--- config.mk ---
export PLATFORM = sky130hd
export DESIGN_NAME = fifo_sc_fwft_m
export DESIGN_NICKNAME = d
export VERILOG_FILES = /design/src/rtl/fifo_sc_fwft_m.sv
export SDC_FILE = /design/constraint.sdc
export NUM_CORES = 1
export LEC_CHECK = 0
export CORE_MARGIN = 2
export CORE_UTILIZATION = 53
export DETAILED_ROUTE_END_ITERATION = 6
export PLACE_DENSITY = 0.69
export SLEW_MARGIN = 20
export SYNTH_ARGS = -nofsm -noshare
export SYNTH_HDL_FRONTEND = slang
export SYNTH_SLANG_ARGS = --single-unit
--- constraint.sdc ---
create_clock -name clk -period 3.35 [get_ports clk]
set_input_delay 0.5025 -clock clk [delete_from_list [all_inputs] [get_ports clk]]
set_output_delay 0.5025 -clock clk [all_outputs]
set_load 0.01 [all_outputs]
--- src/rtl/fifo_sc_fwft_m.sv ---
// fifo_sc_fwft_m
// Single-clock first-word-fall-through FIFO with arbitrary depth.
// The oldest stored item is always presented on head while empty=0; pop
// acknowledges it and the next item appears right after the clock edge.
//
// Parameters:
//   DATA_ITEM_TYPE  item type, W = $bits(DATA_ITEM_TYPE)
//   DEPTH           storage entries (>= 2, need not be a power of two)
//   AFULL_THRESH    almost_full  when count >= AFULL_THRESH  (1..DEPTH)
//   AEMPTY_THRESH   almost_empty when count <= AEMPTY_THRESH (0..DEPTH-1)
//   RST_BUSY_CYCLES edges rst_busy stays high after reset release (0..255)
//   MEMTYPE         storage style hint: "auto", "lutram" or "registers"
//
// Ports:
//   clk, rst (async, active-high), flush (sync clear of occupancy)
//   tail/push      write side
//   head/pop       read side (head undefined while empty)
//   full, empty, almost_full, almost_empty, count   occupancy status
//   overflow, underflow   one-cycle pulses for rejected push / pop
//   rst_busy       FIFO ignores traffic while high
module fifo_sc_fwft_m #(
    parameter type   DATA_ITEM_TYPE  = logic,
    parameter int    DEPTH           = 32,
    parameter int    AFULL_THRESH    = DEPTH - 2,
    parameter int    AEMPTY_THRESH   = 2,
    parameter int    RST_BUSY_CYCLES = 4,
    parameter string MEMTYPE         = "auto",
    localparam int   CW              = $clog2(DEPTH + 1)
) (
    input  logic          clk,
    input  logic          rst,
    input  logic          flush,
    input  DATA_ITEM_TYPE tail,
    input  logic          push,
    output DATA_ITEM_TYPE head,
    input  logic          pop,
    output logic          full,
    output logic          empty,
    output logic          almost_full,
    output logic          almost_empty,
    output logic [CW-1:0] count,
    output logic          overflow,
    output logic          underflow,
    output logic          rst_busy
);

    localparam int PW = (DEPTH > 1) ? $clog2(DEPTH) : 1;

    // ------------------------------------------------------------------
    // Elaboration-time parameter checks
    // ------------------------------------------------------------------
    generate
        if (DEPTH < 2) begin : g_bad_depth
            $error("fifo_sc_fwft_m: DEPTH must be >= 2");
        end
        if (AFULL_THRESH < 1 || AFULL_THRESH > DEPTH) begin : g_bad_afull
            $error("fifo_sc_fwft_m: AFULL_THRESH out of range 1..DEPTH");
        end
        if (AEMPTY_THRESH < 0 || AEMPTY_THRESH > DEPTH - 1) begin : g_bad_aempty
            $error("fifo_sc_fwft_m: AEMPTY_THRESH out of range 0..DEPTH-1");
        end
        if (RST_BUSY_CYCLES < 0 || RST_BUSY_CYCLES > 255) begin : g_bad_busy
            $error("fifo_sc_fwft_m: RST_BUSY_CYCLES out of range 0..255");
        end
        if (MEMTYPE != "auto" && MEMTYPE != "lutram" && MEMTYPE != "registers") begin : g_bad_memtype
            $error("fifo_sc_fwft_m: MEMTYPE must be auto, lutram or registers");
        end
    endgenerate

    // ------------------------------------------------------------------
    // State
    // ------------------------------------------------------------------
    DATA_ITEM_TYPE mem [DEPTH];

    logic [PW-1:0] wr_ptr_q, wr_ptr_d;
    logic [PW-1:0] rd_ptr_q, rd_ptr_d;
    logic [CW-1:0] count_q, count_d;
    logic [7:0]    busy_q, busy_d;
    logic          overflow_q, overflow_d;
    logic          underflow_q, underflow_d;

    logic acc_push;
    logic acc_pop;

    // Pointers wrap explicitly at DEPTH-1 so any depth works.
    function automatic logic [PW-1:0] ptr_inc(input logic [PW-1:0] p);
        return (p == PW'(DEPTH - 1)) ? '0 : p + PW'(1);
    endfunction

    // ------------------------------------------------------------------
    // Flag decode: everything derives from registered state only, so
    // there is no combinational path from push/pop to any output.
    // ------------------------------------------------------------------
    assign rst_busy     = (busy_q != 8'd0);
    assign count        = count_q;
    assign full         = (count_q == CW'(DEPTH));
    assign empty        = (count_q == '0);
    assign almost_full  = (count_q >= CW'(AFULL_THRESH));
    assign almost_empty = (count_q <= CW'(AEMPTY_THRESH));
    assign overflow     = overflow_q;
    assign underflow    = underflow_q;
    assign head         = mem[rd_ptr_q];

    // ------------------------------------------------------------------
    // Next-state logic
    // ------------------------------------------------------------------
    always_comb begin
        // When full, a push is still taken if a pop frees the slot in the
        // same cycle; the write then lands in the slot being vacated.
        acc_push = push & ~rst_busy & ~flush & (~full | pop);
        acc_pop  = pop & ~rst_busy & ~flush & ~empty;

        wr_ptr_d = wr_ptr_q;
        rd_ptr_d = rd_ptr_q;
        count_d  = count_q;

        if (flush) begin
            wr_ptr_d = '0;
            rd_ptr_d = '0;
            count_d  = '0;
        end else begin
            if (acc_push) begin
                wr_ptr_d = ptr_inc(wr_ptr_q);
            end
            if (acc_pop) begin
                rd_ptr_d = ptr_inc(rd_ptr_q);
            end
            case ({acc_push, acc_pop})
                2'b10:   count_d = count_q + CW'(1);
                2'b01:   count_d = count_q - CW'(1);
                default: count_d = count_q;
            endcase
        end

        overflow_d  = push & full & ~pop & ~rst_busy & ~flush;
        underflow_d = pop & empty & ~rst_busy & ~flush;

        // Busy window: counts down to zero after reset release, then holds.
        busy_d = (busy_q != 8'd0) ? busy_q - 8'd1 : busy_q;
    end

    // ------------------------------------------------------------------
    // Control registers (asynchronously reset)
    // ------------------------------------------------------------------
    always_ff @(posedge clk or posedge rst) begin
        if (rst) begin
            wr_ptr_q    <= '0;
            rd_ptr_q    <= '0;
            count_q     <= '0;
            busy_q      <= 8'(RST_BUSY_CYCLES);
            overflow_q  <= 1'b0;
            underflow_q <= 1'b0;
        end else begin
            wr_ptr_q    <= wr_ptr_d;
            rd_ptr_q    <= rd_ptr_d;
            count_q     <= count_d;
            busy_q      <= busy_d;
            overflow_q  <= overflow_d;
            underflow_q <= underflow_d;
        end
    end

    // Storage is never reset; occupancy alone defines valid contents.
    always_ff @(posedge clk) begin
        if (acc_push) begin
            mem[wr_ptr_q] <= tail;
        end
    end

endmodule

==> results of run 1 <==
-- sequential cells by signal (all words and copies together) (netlist names) --
signal	cells
busy_q	8
count	6
mem	32
overflow	1
rd_ptr_q	5
underflow	1
wr_ptr_q	5
-- worst paths after layout --
kind,end,slack [ps],cells past startpoint
worst max-delay path,head,180,4
worst min-delay path,busy_q[0],500,1
min in group asynchronous,busy_q[4],540,2
worst min register to register,busy_q[0],500,1
max in group asynchronous,rd_ptr_q[0],2410,2
worst max register to register,count[4],450,12
-- area by class of cell --
class | instances | area (µm²)
Fill cell | 486 | 2060
Sequential cell | 58 | 1610
Inverter | 11 | 41.3
Clock buffer | 9 | 124
Clock inverter | 7 | 36.3
Multi-Input combinational cell | 190 | 1350
Tap cell | 72 | 90.1
Timing Repair Buffer | 24 | 228
-- cells in the final DEF, fill, tap and decap left out, types with 3 or more instances in the layout --
cell             instances
mux4_2                  10
nand3_1                 10
inv_1                   10
nor3_1                   6
xor2_1                   3
a41o_1                   3
a21oi_1                 15
nor4_1                   3
clkbuf_8                 9
xnor2_1                  4
or3_1                    4
ha_1                    12
nor2_1                  49
nand3b_1                 3
nand2_1                 15
o211ai_1                 3
clkdlybuf4s50_1         19
o21ai_0                 12
and3_1                   3
dfrtp_1                 24
edfxtp_1                32
clkinv_1                 3
buf_4                    5
-- worst register-to-register path: cells and delay by family (launching register included) --
kind / cells / cell delay (ps)
simple gates: 2 / 740
flops: 1 / 400
compound gates: 4 / 650
buf+inv: 2 / 340
xor+xnor: 2 / 220
fa+ha+maj: 2 / 420
-- layer usage --
layer | routed length, µm | vias to the layer above | track usage (%)
li1 | - | 1048 | -
met1 | 2950 | 1042 | 28.5
met2 | 2590 | 29 | 28.7
met3 | 179 | 12 | 5.77
met4 | 122 | 0 | 10.7
met5 | 0 | - | 0
-- metrics by stage --
stage | power, mW | std cells | hold WS, ps
2_1_floorplan | 1.22 | 270 | 468
3_3_place_gp | 1.43 | 355 | 489
6_report | 1.94 | 371 | 495
4_1_cts | 1.96 | 371 | 496
5_1_grt | 2.05 | 371 | 530
3_5_place_dp | 1.43 | 355 | 483
-- cell families (layout without fill, tap and decap cells) --
logic type	after synthesis	after routing	synth area share (%)
AND/OR/NAND/NOR	110	110	18.0
flip-flops	58	58	52.9
AO/OA/AOI/OAI	47	47	10.5
buffers and inverters	22	51	2.87
multiplexers	14	14	8.78
adder cells (fa/ha/maj)	12	12	4.92
XOR/XNOR	7	7	2.01
-- Yosys cell counts (2+ instances only) --
| library cell | number | area (µm²) |
|---|---|---|
| or4_1 | 2 | 15.0 |
| edfxtp_1 | 32 | 961 |
| a41o_1 | 3 | 30.0 |
| a32oi_1 | 2 | 17.5 |
| xnor2_1 | 4 | 35.0 |
| o21ai_1 | 2 | 10.0 |
| a31oi_1 | 2 | 12.5 |
| or3b_1 | 2 | 17.5 |
| and3_1 | 3 | 18.8 |
| nor3_1 | 6 | 30.0 |
| inv_1 | 11 | 41.3 |
| dfrtp_1 | 25 | 626 |
| nand3_1 | 10 | 50.1 |
| or3_1 | 4 | 25.0 |
| nand3b_1 | 3 | 22.5 |
| nor2_1 | 49 | 184 |
| o31ai_1 | 2 | 15.0 |
| nand2_1 | 15 | 56.3 |
| or3b_2 | 2 | 17.5 |
| nor3_2 | 2 | 20.0 |
| o211ai_1 | 3 | 22.5 |
| a21oi_1 | 15 | 75.1 |
| mux2_2 | 2 | 22.5 |
| o21ai_0 | 12 | 60.1 |
| nor3b_1 | 2 | 15.0 |
| mux2i_1 | 2 | 20.0 |
| ha_1 | 12 | 150 |
| clkbuf_1 | 7 | 26.3 |
| xor2_1 | 3 | 26.3 |
| mux4_2 | 10 | 225 |
| nor4_1 | 3 | 18.8 |
| buf_1 | 2 | 7.51 |
-- where the power goes --
part           leakage, nW  total (mW)  internal (mW)  switching [mW]
logic                0.658       0.538          0.273           0.264
registers            0.641       0.878          0.789          0.0894
clock network       0.0775       0.527          0.257           0.270
-- repair_timing --
item,CTS,global route
hold buffers,0,0
setup endpoints to repair,1,0
resized for setup,1,0
endpoints found under the hold margin,0,0
==> results.md, run 1 <==
Status:
- The flow ran to the end, and the final reports show no timing, DRC or antenna violations.

Global route:
- The first global-routing pass estimated 9.53 mm of wire.
- The total overflow left after global routing is 0.
- The aggregate global-route resource usage is 20.3%.
- The number of global-route vias before repair is 1994.
- Entering global routing, the biggest net connects 33 pins.
- The number of antenna violations at the first check in global routing is 0.

Worst setup path:
- Together, buffers and inverters on the worst path number 1.
- The delay of the slowest cell on the worst path is 570 ps.
- The worst setup path is launched from a flip-flop.
- The slowest library cell on the worst path is mux4_2.
- The signal on the critical path passes through mux4_2 > mux4_2 > mux2_2 > clkdlybuf4s50_1.
- The worst reg2reg path startpoint is busy_q[0].
- By instance count, the cell type seen most on the critical path is mux4_2.
- STA puts the critical path data arrival time at 2660 ps.
- The worst setup path is captured at an output port.
- Among cell families on the critical path, the largest total delay comes from multiplexers.
- The most critical setup path has its startpoint at rd_ptr_q[0].
- STA puts the critical path data required time at 2850 ps.
- The critical path is of the reg -> out type.
- The top fanout value on the critical path is 10.

Floorplan:
- The core region is 5540 µm².
- The die area is 6380 µm².
- The floorplan die height is 79.9 µm.
- The width of the die is 79.9 µm.
- The count of standard-cell rows is 27.
- In this run the count of I/O pins placed on the die edge is 20.
- The starting density of the core is 55.0%.

STA:
- At the pin with the least slew margin, the transition time is 992 ps.
- Setup repair after global routing left no endpoint under its margin.
- The count of pins over their slew limit is 0.
- Setup violations remaining at the end of the flow were counted as 0.
- The total negative setup slack is 0 ps.
- The worst pin sits at a relative slew slack of 33.7%.
- Clock skew on the completed layout was measured at 5.06 ps.
- The maximum clock frequency is 316 MHz.
- After layout, the minimum clock period comes to 3170 ps.
- The least setup slack across all paths after layout is 185 ps.
- The share of the clock period used by the worst path after layout is 94.5%.
- The final count of hold timing violations is 0.

Hold path:
- The worst hold path begins at busy_q[0].
- The kind of path behind the tightest hold check is reg -> reg.

Route:
- After detailed routing, the average wire length per cell comes to 15.8 µm.
- The first TritonRoute pass finished after 4 iterations.
- The ratio of routed vias to standard cells is 5.74.
- The routed layout has 2131 vias.
- The routed wire length is 5.85 mm.
- For this run, design rule violations remaining after detail routing come to 0.
- Once detail routing completed, the nets flagged for antenna violations numbered 0.
- The detailed router finished its first iteration with 119 violations.

Synth:
- The unique cell type count in the Yosys netlist is 48.
- After synthesis the netlist holds a flip-flop and latch count of 58.
- Averaged over all synthesized cells, the footprint is 11.3 µm².
- Yosys mapped a number of flops with a built-in enable equal to 32.
- For this run, the register share of the synthesized area comes to 52.9%.
- The prevailing post-synth register cell is edfxtp_1.
- The cell count after synthesis is 270.
- When the netlist entered floorplanning its net count stood at 288.
- During synthesis, Yosys emitted a total of 0 warnings.
- After synthesis the cells add up to 3050 µm².
- The share of async-settable or async-resettable flops after synthesis is 44.8%.

Clocking:
- After clock tree synthesis, the clock-pin slew on the worst setup and hold paths is 60 ps.
- The number of buffers created by CTS is 9.
- The H-tree depth is 3.
- After clock tree synthesis, the setup repair step added 0 buffers.
- The TritonCTS clock tree is yes.
- The library cell used as clock root buffer is clkbuf_8.
- The worst-case clock buffer depth is 2.
- The later-pin clock latency in the skew report is 330 ps.
- The TritonCTS sink count is 58.

Place:
- The detailed placer's ending HPWL is 3.99 mm.
- Routability-driven placement finished with a final weighted congestion of 0.894.
- The total of buffers placed on input and output ports is 19.
- At the placement stage, the worst setup path has a slack of 241 ps.
- The post-placement cell area is 3320 µm².

Finish:
- 0 antenna diodes ended up in the layout.
- At the end of the flow the core is filled with cells to 62.8%.
- The area of all placed cells without fillers is 3480 µm².
- After the last flow step, the layout net total stands at 312.
- The proportion of layout cells with a drive suffix above 1 is 14.4%.
- Relative to the synthesized area, the layout overhead comes to 14.2%.

Pwr:
- The power density over cell area is 558 nW/µm².
- Across the VDD grid, the largest voltage drop is 0.275 mV.
- The static leakage is 1.38 nW.

Flow run:
- The number of maximum-capacitance constraint violations is 0.
(Power assumes the default switching activity.)
==> run 2, diff against run 1 <==
Settings changed: CORE_UTILIZATION 53 to 63, PLACE_DENSITY 0.69 to 0.8.
Clock period 3.35 ns to 3.8 ns, I/O delays scaled along.
==> run 2 against run 1 <==
Sequential cell count unchanged. Routed wire length increased by 3.9%. Clock power increased by 4.9%. Die area decreased by 15%. Non-clock buffer count decreased by 2. Register-to-register slack improved by 370 ps. Final cell count decreased by 5.4%. Via count increased by 1.4%. Clock skew increased by 5.0 ps. Combinational power decreased by 12%. Largest power group unchanged.
==> results.md, run 2 (synthesis results as in run 1) <==
Status:
- Status: finished, final reports clean (unchanged).

STA:
- The final count of hold timing violations was 0 (unchanged).
- The total negative setup slack is 0 ps (unchanged).
- The post-route worst hold slack came to 510 ps (was 495 ps).
- The clock skew is 10.1 ps (was 5.06 ps).
- The relative slew slack came to 36.6% (was 33.7%).
- The actual transition at the worst max-transition pin is 948 ps (was 992 ps).
- The worst path uses 91.6% of the clock period.
- The maximum clock frequency is 287 MHz.
- The count of pins over their slew limit came to 0 (unchanged).
- After layout, the minimum clock period comes to 3480 ps.
- Unrepaired setup endpoints after global routing: no (unchanged).
- The setup violation total in the final timing report came to 0 (unchanged).

Route:
- The wire length per cell after detailed routing came to 17.3 µm (was 15.8 µm).
- The detailed-route DRC error count is 0 (unchanged).
- The routed via count was 2161 (was 2131).
- The ratio of routed vias to standard cells came to 6.16 (was 5.74).
- The number of violations reported at the end of detailed-routing iteration 0 was 180 (was 119).
- The remaining number of nets flagged by the antenna check after routing was 0 (unchanged).
- The first-pass iteration count of the detailed router was 4 (unchanged).
- The routed wire length came to 6.07 mm (was 5.85 mm).

Global route:
- The aggregate global-route resource usage was 25.2% (was 20.3%).
- The number of global-route vias before repair is 1994 (unchanged).
- The first-pass GRT wire length came to 9.89 mm (was 9.53 mm).
- The largest net degree at the start of global routing is 33 (unchanged).
- The number of antenna violations at the first check in global routing came to 0 (unchanged).
- The total grt overflow was 0 (unchanged).

Finish:
- The final antenna diode count is 0 (unchanged).
- The storage element area is 1610 µm² (about the same).
- The area of the multi-input gates came to 1350 µm² (unchanged).
- Largest registers in the final layout: mem (32), busy_q (8), count (6) (unchanged).
- The flip-flop count of the largest register, all copies and words added is 32 (unchanged).
- The layout overhead on the synthesized area is 13.9% (was 14.2%).
- Commonest non-fill, non-tap cells in the layout: nor2_1 (49), edfxtp_1 (32), dfrtp_1 (25) (was nor2_1 (49), edfxtp_1 (32), dfrtp_1 (24)).
- The final layout net count came to 310 (was 312).
- The layout filler cell count came to 319 (was 486).
- The register with the most flip-flops is mem (unchanged).
- The proportion of layout cells with a drive suffix above 1 is 13.1% (was 14.4%).
- The commonest non-fill, non-tap cell in the layout is nor2_1 (unchanged).

Place:
- The total of buffers placed on input and output ports is 19 (unchanged).
- The last weighted congestion value of the routability-driven placer is 0.822 (was 0.894).
- The detailed placer's ending HPWL is 4.10 mm (was 3.99 mm).

Worst setup path:
- The register-to-register setup slack came to 820 ps (was 450 ps).
- The top fanout value on the critical path is 13 (was 10).
- The class of the most critical setup path is reg -> out (unchanged).
- The element type at the critical path end is an output port (unchanged).
- The startpoint kind of the worst setup timing path is a flip-flop (unchanged).
- The data arrival time at the worst-slack endpoint is 2910 ps (was 2660 ps).
- The endpoint required time on the critical path is 3230 ps (was 2850 ps).

Clocking:
- The TritonCTS clock tree is yes (unchanged).
- The post-CTS setup buffer count is 0 (unchanged).
- The TritonCTS sink count is 58 (unchanged).
- The number of hold-repair buffers added at the cts stage is 0 (unchanged).
- The H-tree depth is 3 (unchanged).
- The clock input transition at the sequential cells of the worst setup and hold paths is 60 ps (about the same).
- The worst-case clock buffer depth is 2 (unchanged).
- The later-pin clock latency in the skew report is 340 ps (was 330 ps).
- The library cell used as clock root buffer is clkbuf_8 (unchanged).
- The count of cells resized by post-cts repair is 0 (was 1).
- The number of buffers created by CTS is 9 (unchanged).

Pwr:
- The peak supply drop is 0.317 mV (was 0.275 mV).
- The static leakage is 1.39 nW (was 1.38 nW).
- The power density over cell area is 518 nW/µm² (was 558 nW/µm²).

Hold path:
- The kind of path behind the tightest hold check is reg -> reg (unchanged).

Floorplan:
- The starting density of the core is 65.0% (was 55.0%).
- The floorplan die height was 73.6 µm (was 79.9 µm).
- The die area is 5410 µm² (was 6380 µm²).
- The width of the die is 73.6 µm (was 79.9 µm).
- The core outline area is 4690 µm² (was 5540 µm²).
- The top-level I/O count came to 20 (unchanged).
- The count of standard-cell rows is 25 (was 27).

Flow run:
- The number of maximum-capacitance constraint violations is 0 (unchanged).
==> run 2: cell types whose count changed in the layout (fill, tap and decap cells not counted), sizes merged <==
cell	before	now
clkbuf	9	13
inv	11	10
bufinv	0	1
clkinv	5	3
clkinvlp	2	0
buf	5	3
==> run 2: worst paths after layout <==
path                                   from          end  cells after the start
min in group asynchronous               rst  wr_ptr_q[1]                      2
worst min register to register    busy_q[0]    busy_q[0]                      1
worst min-delay path              busy_q[0]    busy_q[0]                      1
worst max-delay path            rd_ptr_q[0]         head                      4
max in group asynchronous               rst     count[5]                      2
worst max register to register    busy_q[0]     count[4]                     12
==> run 2: stage by stage <==
stage,power (mW),area (µm²),setup slack (ps),util [%],std cells
floorplan,1.08,3050,894,-,270
global placement,1.25,3280,613,70.0,335
detailed placement,1.25,3280,456,70.0,335
CTS,1.80,3470,263,74.0,351
global route,1.88,3470,165,74.0,351
finish,1.80,3470,318,74.0,351
==> run 2: area by class of cell <==
| cell class | count | area share, % |
|---|---|---|
| clock inverter | 3 | 1.15 |
| inverter | 11 | 1.19 |
| multi-input combinational | 190 | 38.8 |
| sequential | 58 | 46.5 |
| tap | 54 | 1.95 |
| clock buffer | 13 | 4.29 |
| timing repair buffer | 22 | 6.13 |
==> run 2: per-layer routing <==
layer | wire length [µm] | vias up | GRT usage [%]
met5 | 0 | - | 0
met4 | 103 | 0 | 8.89
met3 | 372 | 11 | 9.05
met2 | 2930 | 62 | 36.7
met1 | 2670 | 1050 | 35.2
li1 | - | 1038 | -
==> run 2: power breakdown <==
part	internal, mW	switching (mW)	leakage (nW)
Sequential	0.695	0.0817	0.643
Clock	0.319	0.234	0.0974
Combinational	0.237	0.234	0.645
Total	1.25	0.550	1.39
==> run 2: worst max-delay path: stages (launching register included) <==
cell and delay, ps:
dfrtp_1 750, mux4_2 590, mux4_2 470, mux2_2 280
clkdlybuf4s50_1 480
